## config.mk

```make
export PLATFORM = sky130hd
export DESIGN_NAME = w_wr_arbiter
export DESIGN_NICKNAME = d
export VERILOG_FILES = /design/src/rtl/w_wr_arbiter.sv
export SDC_FILE = /design/constraint.sdc
export NUM_CORES = 1
export LEC_CHECK = 0
export ABC_CLOCK_PERIOD_IN_PS = 2800
export CAP_MARGIN = 0
export CELL_PAD_IN_SITES_DETAIL_PLACEMENT = 1
export CELL_PAD_IN_SITES_GLOBAL_PLACEMENT = 2
export CORE_MARGIN = 1
export CORE_UTILIZATION = 18
export DETAILED_ROUTE_END_ITERATION = 7
export PLACE_DENSITY_LB_ADDON = 0.1
export SKIP_CTS_REPAIR_TIMING = 1
export SYNTH_ARGS = -nofsm -noshare
export SYNTH_HDL_FRONTEND = slang
export SYNTH_SLANG_ARGS = --single-unit
```

## constraint.sdc

```tcl
create_clock -name w_clk -period 2.8 [get_ports w_clk]
set_input_delay 0.7 -clock w_clk [delete_from_list [all_inputs] [get_ports w_clk]]
set_output_delay 0.7 -clock w_clk [all_outputs]
set_load 0.02 [all_outputs]
```

## src/rtl/w_wr_arbiter.sv

```systemverilog
// w_wr_arbiter: round-robin arbiter that shares the single write port of an async FIFO
// among NUM_REQ requesters in the write clock domain. It performs no clock-domain crossing.
//
// Ports:
//   w_clk        write-domain clock
//   w_rst        synchronous active-high reset
//   w_req_valid  per-requester word-present flags
//   w_req_data   requester i data in [i*DATA_SIZE +: DATA_SIZE]
//   w_req_last   per-requester end-of-packet flags (used only with packet lock)
//   w_req_ready  per-requester accept strobes
//   w_full       registered full flag from the FIFO write-pointer block
//   w_inc        write strobe to the FIFO pointer block and memory
//   w_data       write data to the FIFO memory
//   w_grant_id   current grant holder (meaningful while w_busy)
//   w_busy       a grant is held
//   w_stall      grant holder is valid but the FIFO is full
//
// Build option: define W_WR_ARB_PKT_LOCK_EN to hold the grant until the word marked
// w_req_last is accepted, so packets are never interleaved in the FIFO.
module w_wr_arbiter #(
    parameter int unsigned NUM_REQ   = 4,
    parameter int unsigned DATA_SIZE = 8,
    parameter int unsigned ID_SIZE   = 2
) (
    input  logic                           w_clk,
    input  logic                           w_rst,
    input  logic [NUM_REQ-1:0]             w_req_valid,
    input  logic [NUM_REQ*DATA_SIZE-1:0]   w_req_data,
    input  logic [NUM_REQ-1:0]             w_req_last,
    output logic [NUM_REQ-1:0]             w_req_ready,
    input  logic                           w_full,
    output logic                           w_inc,
    output logic [DATA_SIZE-1:0]           w_data,
    output logic [ID_SIZE-1:0]             w_grant_id,
    output logic                           w_busy,
    output logic                           w_stall
);

    typedef enum logic {StIdle, StGrant} state_e;

    state_e             r_state, w_state_nxt;
    logic [ID_SIZE-1:0] r_g, w_g_nxt;
    logic [ID_SIZE-1:0] r_p, w_p_nxt;
    logic               w_holder_valid;
    logic               w_xfer;
    logic               w_rearb;

`ifdef W_WR_ARB_PKT_LOCK_EN
    // Set while a packet is partially written; keeps the grant even if valid drops.
    logic r_lock, w_lock_nxt;
`else
    logic w_unused_last;
    assign w_unused_last = ^w_req_last;
`endif

    // First valid index after 'start', wrapping; 'start' itself is checked last.
    function automatic logic [ID_SIZE-1:0] rr_pick(input logic [NUM_REQ-1:0] req,
                                                   input logic [ID_SIZE-1:0] start);
        logic [ID_SIZE-1:0] pick;
        logic               found;
        int unsigned        idx;
        pick  = start;
        found = 1'b0;
        for (int unsigned i = 1; i <= NUM_REQ; i++) begin
            idx = (32'(start) + i) % NUM_REQ;
            if (!found && req[idx]) begin
                pick  = ID_SIZE'(idx);
                found = 1'b1;
            end
        end
        return pick;
    endfunction

    assign w_holder_valid = w_req_valid[r_g];
    // Gated by reset so nothing is written in the reset cycle.
    assign w_xfer = (r_state == StGrant) & w_holder_valid & ~w_full & ~w_rst;

    always_comb begin
        w_req_ready = '0;
        if (r_state == StGrant && !w_rst) begin
            w_req_ready[r_g] = ~w_full;
        end
        w_inc      = w_xfer;
        w_data     = w_req_data[r_g*DATA_SIZE +: DATA_SIZE];
        w_grant_id = r_g;
        w_busy     = (r_state == StGrant);
        w_stall    = (r_state == StGrant) & w_holder_valid & w_full;
    end

    always_comb begin
        w_state_nxt = r_state;
        w_g_nxt     = r_g;
        w_p_nxt     = r_p;
        w_rearb     = 1'b0;
`ifdef W_WR_ARB_PKT_LOCK_EN
        w_lock_nxt  = r_lock;
`endif
        unique case (r_state)
            StIdle: begin
                if (|w_req_valid) begin
                    w_state_nxt = StGrant;
                    w_g_nxt     = rr_pick(w_req_valid, r_p);
                end
            end
            StGrant: begin
                if (w_xfer) begin
                    w_p_nxt = r_g;
`ifdef W_WR_ARB_PKT_LOCK_EN
                    w_lock_nxt = ~w_req_last[r_g];
                    w_rearb    = w_req_last[r_g];
`else
                    w_rearb = 1'b1;
`endif
                end else if (!w_holder_valid) begin
                    // Withdrawn valid: move on without advancing the pointer.
`ifdef W_WR_ARB_PKT_LOCK_EN
                    w_rearb = ~r_lock;
`else
                    w_rearb = 1'b1;
`endif
                end
                if (w_rearb) begin
                    if (|w_req_valid) begin
                        w_g_nxt = rr_pick(w_req_valid, r_g);
                    end else begin
                        w_state_nxt = StIdle;
                    end
                end
            end
            default: w_state_nxt = StIdle;
        endcase
    end

    always_ff @(posedge w_clk) begin
        if (w_rst) begin
            r_state <= StIdle;
            r_g     <= '0;
            r_p     <= ID_SIZE'(NUM_REQ - 1);
`ifdef W_WR_ARB_PKT_LOCK_EN
            r_lock  <= 1'b0;
`endif
        end else begin
            r_state <= w_state_nxt;
            r_g     <= w_g_nxt;
            r_p     <= w_p_nxt;
`ifdef W_WR_ARB_PKT_LOCK_EN
            r_lock  <= w_lock_nxt;
`endif
        end
    end

endmodule

```

==> Flow_metrics.wiki, run 1 <==
{| class="wikitable"
! Metric !! Value
|-
| Ordered list of cells on the worst path || clkdlybuf4s50_1, mux4_2, and3_1, dlymetal6s2s_1
|-
| Synthesized Nets || 130
|-
| Buf/Inv on CP || 2
|-
| Leading cell type in the layout, fill and taps excluded || clkdlybuf4s50_1
|-
| Post-Route Utilization || 0.3728
|-
| Setup slack of the most critical reg-to-reg path || 0.35 ns
|-
| Most frequent cells in the layout || clkdlybuf4s50_1, dlymetal6s2s_1, mux4_2, buf_4, inv_1
|-
| Clock Sinks || 5
|-
| Remaining global-route overflow || 0
|-
| Root Buffer Master || clkbuf_8
|-
| Number of antenna violations at the first check in global routing || 0
|-
| Master of the slowest instance on the critical path || mux4_2
|-
| Critical Path Fanout Max || 3
|-
| Achievable clock frequency || between 300 and 400 MHz
|-
| Full die area || about 4700 sq um
|-
| Wire length per cell after detailed routing || ~16 um
|-
| Final Wtd Congestion || around 0.76
|-
| Maximum number of pins on one net before global-route repair || 16
|-
| Post-detail-place hpwl || 2.522 mm
|-
| FILL cells || between 400 and 500
|-
| Net load switching power || 0.2792 mW
|-
| Initial Util || 0.1934
|-
| Final std cell area, no fill || ~1500 sq um
|-
| Cell family with the largest share of critical-path delay || buffers and inverters
|-
| Gate Count Post-Synth || 83
|-
| Required time worst endpoint || around 2.1 ns
|-
| Result of the run || finished clean
|-
| Die Span X || around 68 um
|-
| Net switching share of the total power || 0.3803
|-
| Fin. max-slew vios || 0
|-
| Critical path class || in -> out
|-
| Die Height || 68.49 um
|-
| Post-route minimum period || between 2 and 3 ns
|-
| P_leak || around 0.77 nW
|-
| Initial drt markers || 13
|-
| Buffer depth of the longest clock path || 2
|-
| Clock tree from TritonCTS || built
|-
| Area growth, synth to finish || 92.77%
|-
| Via count of the first global-routing pass || a little over 900
|-
| RSZ-0062 raised after global routing || no
|-
| Post-synthesis cell type count || 33
|-
| Final setup vio count || 0
|-
| Sort of element at the start of the critical path || input pin
|-
| Total of flip-flops plus latches after synthesis || 5
|-
| Boundary pin count || 60
|-
| Crit end category || output pin
|-
| Overall Global Routing Usage || 0.1318
|-
| Worst skew pair latency || between 0.2 and 0.25 ns
|-
| Number of clock buffers inserted by TritonCTS || 3
|-
| Core outline area || between 4000 and 5000 sq um
|-
| Cell Rows || 23
|-
| Clock slew seen by the registers of the worst setup and hold paths || about 0.040 ns
|-
| Comb power frac || 0.676
|-
| Power density relative to cell area || 478.6 nW/um^2
|-
| Post-synthesis cell area || just under 800 sq um
|-
| Slowest cell delay on critical path || 0.52 ns
|-
| Synthesized area per cell || about 9.6 sq um
|-
| Min-Delay Path Class || reg -> reg
|-
| First-pass iteration count of the detailed router || 3
|-
| Sequential-to-total area share from yosys stat || 0.1258
|-
| Wire length of the first global-routing pass || roughly 4.6 mm
|-
| Worst hold margin || approximately 0.57 ns
|-
| # DRC || 0
|-
| Slew @ Worst Pin || 0.4647 ns
|-
| Internal power component || between 0.4 and 0.5 mW
|-
| H-Tree Depth || 1
|-
| Final period utilization || 0.9788
|-
| Area of the multi-input gates || between 600 and 700 sq um
|-
| Post-DP Area || 1459 sq um
|-
| Sum of routed wire length over all layers || approximately 3.1 mm
|-
| Sequential group share of total power || 0.140
|-
| Warning count from the yosys run || 0
|-
| VDD IR-drop max || around 0.16 mV
|-
| Antenna Diode Count || 0
|-
| Setup skew after layout || about 0.0012 ns
|-
| Port Buf Inserts || 55
|-
| Register area || 100.1 sq um
|-
| Final hold vios || 0
|-
| Average vias per placed instance || approximately 4.8
|-
| Net count reported at finish || 193
|-
| Max-cap check violation count || 0
|-
| Setup TNS after final layout || 0 ns
|-
| Fraction of layout instances using a drive strength above 1 || 0.2207
|-
| Proportion of power drawn by the clock network || 0.184
|-
| Endpoint arrival time on the critical path || about 2.0 ns
|-
| Number of antenna-violating nets in the routed design || 0
|-
| Slew margin rel. || 0.6898
|-
| Total via count after detailed routing || between 900 and 1000
|}
[state kept, by name (all words and copies together), names as in the netlist]
signal,cells
r_p,2
w_grant_id,2
w_busy,1
[logic make-up after synthesis]
kind of cell | count (synthesis) | share of synthesized area
muxes | 18 | 0.3899
adders and majority gates | 4 | 0.06290
and+or+nand+nor | 19 | 0.1164
buffers and inverters | 16 | 0.09434
AOI/OAI and AO/OA | 21 | 0.2107
DFF | 5 | 0.1258
[Yosys cell counts (all sizes together)]
cell type / n / share of area
a2111oi: 1 / 0.019
a211o: 2 / 0.024
a211oi: 1 / 0.0094
a21o: 1 / 0.0094
a21oi: 2 / 0.013
a221oi: 1 / 0.011
a32o: 1 / 0.014
a41o: 1 / 0.013
and2: 1 / 0.0079
and3: 6 / 0.047
buf: 7 / 0.052
clkbuf: 1 / 0.0047
dfxtp: 5 / 0.13
ha: 4 / 0.063
inv: 8 / 0.038
mux2: 4 / 0.057
mux2i: 4 / 0.050
mux4: 10 / 0.28
nand2: 5 / 0.024
nor2: 5 / 0.024
nor3: 1 / 0.0063
nor4: 1 / 0.0079
o2111ai: 1 / 0.011
o211ai: 2 / 0.019
o21a: 1 / 0.0094
o21ai: 2 / 0.013
o221ai: 2 / 0.022
o22ai: 2 / 0.016
o31ai: 1 / 0.0094
[path summary, 6_finish.rpt]
| path | from | end | cells past startpoint |
|---|---|---|---|
| setup / recovery | w_req_valid[1] | w_stall | 4 |
| hold / removal | r_p[0] | r_p[0] | 2 |
| setup reg to reg | w_grant_id[1] | w_grant_id[1] | 8 |
| hold reg to reg | r_p[0] | r_p[0] | 2 |
[cell type report]
type,count,area share
Tap cell,50,0.04078
Sequential cell,5,0.06525
Multi-Input combinational cell,62,0.4062
Clock buffer,4,0.02936
Timing Repair Buffer,66,0.4388
Inverter,8,0.01958
[through the flow]
step                      power, mW  setup WS [ns]  instances
after global routing         0.7901       0.004490        195
after global placement       0.6074        -0.2819        191
after floorplan              0.3975         0.4636         83
after CTS                    0.7516        -0.2867        195
final                        0.7341        0.05944        195
after detailed placement     0.6145        -0.2867        191
[routing by layer]
metal  part of all wire  vias up  global-route usage
met2               0.45       41              0.2292
met5                  0        -                   0
met4             0.0097        0             0.03906
met3              0.086        4             0.01974
li1                   -      451                   -
met1               0.45      442              0.1663
[worst min-delay path, delay by kind of cell, from the launching register on]
family / cells / cell delay, ns
flops: 1 / 0.35
compound gates: 1 / 0.09
buf+inv: 1 / 0.07
[power by group through the flow]
stage / clock (mW) / sequential (mW) / combinational (mW)
3_5_place_dp: 0 / 0.104 / 0.510
2_1_floorplan: 0 / 0.103 / 0.295
4_1_cts: 0.137 / 0.103 / 0.511
3_3_place_gp: 0 / 0.104 / 0.504
6_report: 0.135 / 0.102 / 0.496
5_1_grt: 0.143 / 0.106 / 0.541
Power figures use the tool's default switching activity.
==> inputs of run 2 (changes only) <==
--- a/config.mk
+++ b/config.mk
@@ -5,14 +5,16 @@
 export SDC_FILE = /design/constraint.sdc
 export NUM_CORES = 1
 export LEC_CHECK = 0
+export ABC_AREA = 1
 export ABC_CLOCK_PERIOD_IN_PS = 2800
 export CAP_MARGIN = 0
 export CELL_PAD_IN_SITES_DETAIL_PLACEMENT = 1
 export CELL_PAD_IN_SITES_GLOBAL_PLACEMENT = 2
 export CORE_MARGIN = 1
-export CORE_UTILIZATION = 18
+export CORE_UTILIZATION = 16
 export DETAILED_ROUTE_END_ITERATION = 7
 export PLACE_DENSITY_LB_ADDON = 0.1
+export RECOVER_POWER = 50
 export SKIP_CTS_REPAIR_TIMING = 1
 export SYNTH_ARGS = -nofsm -noshare
 export SYNTH_HDL_FRONTEND = slang
==> Flow_metrics.wiki, run 2 <==
{| class="wikitable"
! Metric !! Value
|-
| First-pass iteration count of the detailed router || 4 (+1)
|-
| Die Span X || 79.55 um (+16%)
|-
| Cell family with the largest share of critical-path delay || buffers and inverters
|-
| Post-synthesis cell area || 962.2 sq um (+21%)
|-
| Fraction of layout instances using a drive strength above 1 || 0.1822 (-0.03850)
|-
| Sort of element at the start of the critical path || input pin
|-
| Setup TNS after final layout || 0 ns (unchanged)
|-
| Slew margin rel. || 0.6382 (-0.05151)
|-
| Clock slew seen by the registers of the worst setup and hold paths || 0.04 ns (about the same)
|-
| Net count reported at finish || 295 (+53%)
|-
| Master of the slowest instance on the critical path || clkdlybuf4s50_1
|-
| Most frequent cells in the layout || clkdlybuf4s50_1, nand2_1, nor2_1
|-
| Cell occurring most often along the worst timing path || clkdlybuf4s50_1
|-
| Post-synthesis cell type count || 25 (-24%)
|-
| Top cell type's share of synthesized area || 0.1560 (-0.1270)
|-
| Fin. max-slew vios || 0 (unchanged)
|-
| Max-cap check violation count || 0 (unchanged)
|-
| Average vias per placed instance || 4.442 (-7.7%)
|-
| Worst skew pair latency || 0.23 ns (about the same)
|-
| Crit end category || output pin
|-
| Slew @ Worst Pin || 0.5377 ns (+0.07294 ns)
|-
| Post-detail-place hpwl || 3.555 mm (+41%)
|-
| Final setup vio count || 0 (unchanged)
|-
| Port Buf Inserts || 55 (unchanged)
|-
| Clock tree from TritonCTS || built
|-
| VDD IR-drop max || 0.2553 mV (+58%)
|-
| Final Wtd Congestion || 0.7975 (+5.1%)
|-
| Most frequent cell after synthesis || nand2_1
|-
| Initial Util || 0.1705 (-0.02282)
|-
| Top cells by area in the synthesized netlist || nand2_1, nor2_1, dfxtp_1
|-
| RSZ-0062 raised after global routing || no
|-
| Min-Delay Path Class || reg -> reg
|-
| Boundary pin count || 60 (unchanged)
|-
| Maximum number of pins on one net before global-route repair || 18 (+2)
|-
| Setup skew after layout || 0.0002128 ns (-0.001013 ns)
|-
| Remaining global-route overflow || 0 (unchanged)
|-
| P_leak || 0.8752 nW (+13%)
|-
| Required time worst endpoint || 2.10 ns (about the same)
|-
| Number of antenna-violating nets in the routed design || 0 (unchanged)
|-
| Final hold vios || 0 (unchanged)
|-
| Achievable clock frequency || 367.1 MHz (+0.62%)
|-
| Number of antenna violations at the first check in global routing || 0 (unchanged)
|-
| Async set-or-reset flop fraction in the synthesized netlist || 0 (unchanged)
|-
| Synthesized area per cell || 5.405 sq um (-44%)
|-
| Setup slack of the most critical reg-to-reg path || 0.90 ns (+0.55 ns)
|-
| Final total power || 1.472 mW (+100%)
|-
| Clock Sinks || 5 (unchanged)
|-
| Wire length per cell after detailed routing || 13.49 um (-15%)
|-
| Buf/Inv on CP || 2 (unchanged)
|-
| Cell Rows || 27 (+17%)
|-
| Leading cell type in the layout, fill and taps excluded || clkdlybuf4s50_1
|-
| Endpoint arrival time on the critical path || 2.02 ns (-0.02 ns)
|-
| Critical Path Fanout Max || 1 (-2)
|-
| Leading post-synthesis cells by instance count || nand2_1, nor2_1, o21ai_0, inv_1, nand3_1
|-
| Core outline area || 5642 sq um (+37%)
|-
| Result of the run || finished clean
|-
| Area growth, synth to finish || 80.49%
|-
| Buffer depth of the longest clock path || 2 (unchanged)
|-
| Initial drt markers || 33 (+20)
|-
| Synthesized Nets || 225 (+73%)
|-
| Gate Count Post-Synth || 178 (+110%)
|-
| Overall Global Routing Usage || 0.1456 (+0.01381)
|-
| Power density relative to cell area || 847.6 nW/um^2 (+77%)
|-
| Final period utilization || 0.9728 (-0.006021)
|-
| Number of clock buffers inserted by TritonCTS || 3 (unchanged)
|-
| Total via count after detailed routing || 1417 (+51%)
|-
| Ordered list of cells on the worst path || clkdlybuf4s50_1, o21ai_0, o22ai_1, clkdlybuf4s50_1
|-
| Post-Route Utilization || 0.3078 (-0.06493)
|-
| Number of synthesized flops with an enable pin || 0 (unchanged)
|-
| Sum of routed wire length over all layers || 4.303 mm (+40%)
|-
| Cell type with the largest total area after synthesis || nand2_1
|-
| H-Tree Depth || 1 (unchanged)
|-
| Top_reg_cell synth || dfxtp_1
|-
| Warning count from the yosys run || 0 (unchanged)
|-
| Sequential-to-total area share from yosys stat || 0.1040 (-0.02175)
|-
| Total of flip-flops plus latches after synthesis || 5 (unchanged)
|-
| Via count of the first global-routing pass || 1531 (+64%)
|-
| Critical path class || in -> out
|-
| Die Height || 79.55 um (+16%)
|-
| Slowest cell delay on critical path || 0.63 ns (+0.11 ns)
|-
| Antenna Diode Count || 0 (unchanged)
|-
| Root Buffer Master || clkbuf_8
|-
| # DRC || 0 (unchanged)
|-
| Full die area || 6327 sq um (+35%)
|-
| Post-route minimum period || 2.724 ns (-0.01686 ns)
|-
| Wire length of the first global-routing pass || 7.176 mm (+57%)
|}
==> run 2: changes by cell type after synthesis, sizes merged, moves of 4 or more <==
| cell | delta |
|---|---|
| nand2 | +44 |
| nor2 | +27 |
| o21ai | +23 |
| nand3 | +15 |
| inv | +13 |
| mux4 | -10 |
| a21oi | +6 |
| and3 | -6 |
| o22ai | +6 |
| mux2 | -4 |
| mux2i | -4 |
==> run 2: worst register-to-register path: stages (launching register included) <==
cell     delay (ns)
dfxtp_1        0.48
inv_2          0.18
ha_1           0.34
inv_1          0.11
nand2_1        0.07
nand2_1        0.15
nand2_2        0.08
inv_2          0.05
nand3_2        0.07
nand2_1        0.09
nand2_1        0.05
nand2_1        0.08
a21oi_2        0.03
==> run 2: where the power goes <==
group / switching [mW] / internal [mW] / leakage [nW] / total, mW
logic: 0.714 / 0.490 / 0.811 / 1.20
registers: 0.0344 / 0.0919 / 0.0416 / 0.126
clock network: 0.0437 / 0.0985 / 0.0228 / 0.142
==> run 2: final timing paths <==
check / startpoint / end / cells past startpoint
max: w_req_data[16] / w_data[0] / 4
min: r_p[1] / r_p[1] / 2
max reg2reg: w_grant_id[0] / w_grant_id[1] / 12
min reg2reg: r_p[1] / r_p[1] / 2
==> run 2: layout make-up <==
class / count / area, sq um
fillers: 719 / 3905
multi-input cells: 145 / 739.5
repair buffers: 72 / 680.7
flip-flops and latches: 5 / 100.1
well taps: 72 / 90.09
inverters: 21 / 81.33
clock buffers: 4 / 45.04
==> run 2: metrics by stage <==
step / std cells / worst slack (ns) / hold WS (ns) / area, sq um
2_1_floorplan: 178 / 0.7198 / 0.5076 / 962.2
6_report: 319 / 0.07630 / 0.5845 / 1737
3_3_place_gp: 315 / -0.2340 / 0.5699 / 1689
4_1_cts: 319 / -0.2747 / 0.5941 / 1734
5_1_grt: 319 / 0.01123 / 0.6465 / 1737
3_5_place_dp: 315 / -0.2681 / 0.5843 / 1689
==> run 2: routing by layer <==
layer  vias up  GRT usage  part of all wire
li1        719          -                 -
met1       680     0.1776              0.46
met2        14     0.2684              0.51
met3         4    0.02400             0.020
met4         0    0.02182            0.0065
met5         -          0                 0
==> run 2: cells by family after synthesis <==
| group | after synthesis | share of synthesized area |
|---|---|---|
| AND/OR/NAND/NOR | 100 | 0.4850 |
| AO/OA/AOI/OAI | 41 | 0.2315 |
| buffers and inverters | 28 | 0.1274 |
| flip-flops | 5 | 0.1040 |
| adder cells (fa/ha/maj) | 4 | 0.05202 |
==> inputs of run 3 (changes only) <==
--- a/config.mk
+++ b/config.mk
@@ -12,6 +12,7 @@
 export CELL_PAD_IN_SITES_GLOBAL_PLACEMENT = 2
 export CORE_MARGIN = 1
 export CORE_UTILIZATION = 16
+export CTS_CLUSTER_DIAMETER = 40
 export DETAILED_ROUTE_END_ITERATION = 7
 export PLACE_DENSITY_LB_ADDON = 0.1
 export RECOVER_POWER = 50
==> results of run 3 <==
Same layout as run 2: the final DEF is identical, and so are final timing and power.
==> patch, RTL diff (settings of run 2) <==
The parameter `DATA_SIZE` goes from 8 to 16.
--- a/src/rtl/w_wr_arbiter.sv
+++ b/src/rtl/w_wr_arbiter.sv
@@ -20,5 +20,5 @@
 module w_wr_arbiter #(
     parameter int unsigned NUM_REQ   = 4,
-    parameter int unsigned DATA_SIZE = 8,
+    parameter int unsigned DATA_SIZE = 16,
     parameter int unsigned ID_SIZE   = 2
 ) (
Interface: changed (resized w_data and w_req_data); port bits go from 60 to 100. The function was not compared with the original's and may differ.
==> patch against run 2 <==
First-iteration DRC count rose by 18%; setup slack worse by 0.0039 ns; sequential cell count stayed put; clock power down 4%; total power is 40% higher; wire length up 30%; design area up 37%; area after synthesis grew 26%; critical endpoint is now w_data[7]; largest cell class is now non-clock buffers; largest power group unchanged; highest routed layer unchanged.
==> patch: results <==
set metrics [dict create \
    outcome "completed" \
    fin_nets 419 \
    grt_max_degree 25 \
    io_buffers 95 \
    cts_max_level 1 \
    syn_nets 314 \
    yosys-top-cells-area "nand2_1, nor2_1, o21ai_0" \
    numCtsBuffers 3 \
    p_leak_nw 1.12 \
    synth.distinct_cells 22 \
    synth_commonest_cells "nand2_1, nor2_1, o21ai_0" \
    grt_pass1_wl_um 8990 \
    first_global_vias 1866 \
    via_per_inst 4.21 \
    layout-drive-gt1-share_pct 12.1 \
    dp_hpwl_um 4550 \
    drt-initial-drc-count 39 \
    pre_cts_ws_ns -0.276 \
    clockRootBuffer "clkbuf_8" \
    insertion_delay_ns 0.22 \
    ir_drop_v 0.000353 \
    finalWirelength_um 5580 \
    skew_ns 0.00378 \
    routabilityCongestion 0.721 \
    yosysSeqAreaShare_pct 8.26 \
    antennaDiodeCount 0 \
    grtUsageTotal_pct 14.5 \
    worst_slew_pin_slew_ns 0.406 \
]
[patch: layout make-up]
type	instances	area, um^2
fill	981	4920
timing repair buffer	113	1070
multi-input combinational	197	958
tap	99	124
sequential	5	100
inverter	20	77.6
clock buffer	4	45.0
[patch: worst max-delay path: stages]
cell	delay [ns]
clkdlybuf4s50_1	0.45
o21ai_0	0.07
o22ai_1	0.16
clkdlybuf4s50_1	0.65
[patch: metrics by stage]
step,util (%),setup TNS [ns],std cells,area (um^2)
2_1_floorplan,-,0,235,1210
3_3_place_gp,32.2,-0.717,434,2350
3_5_place_dp,32.2,-0.781,434,2350
4_1_cts,32.8,-0.900,438,2390
5_1_grt,32.6,0,438,2380
6_report,32.6,0,438,2380
[patch: cells by family after synthesis]
| logic type | Yosys count | synth area share [%] |
|---|---|---|
| AND/OR/NAND/NOR | 133 | 48.1 |
| adder cells (fa/ha/maj) | 4 | 4.13 |
| buffers and inverters | 33 | 12.4 |
| AO/OA/AOI/OAI | 60 | 27.1 |
| flip-flops | 5 | 8.26 |
[patch: final timing paths]
path / startpoint / to / slack (ns) / depth (start not counted)
min: r_p[1] / r_p[1] / 0.64 / 2
max reg2reg: w_grant_id[0] / w_grant_id[0] / 0.49 / 14
max: w_req_data[39] / w_data[7] / 0.07 / 4
min reg2reg: r_p[1] / r_p[1] / 0.64 / 2
[patch: layer usage]
| metal | track usage, % | vias up | share of wire, % |
|---|---|---|---|
| met5 | 0 | - | 0 |
| li1 | - | 984 | - |
| met2 | 27.8 | 47 | 51 |
| met1 | 17.3 | 813 | 44 |
| met4 | 1.30 | 0 | 0.072 |
| met3 | 2.68 | 2 | 4.6 |
[patch: where the power goes]
part / internal, mW / total, mW / leakage, nW / switching [mW]
Clock: 0.0980 / 0.136 / 0.0228 / 0.0383
Combinational: 0.749 / 1.80 / 1.05 / 1.05
Sequential: 0.0922 / 0.126 / 0.0415 / 0.0342
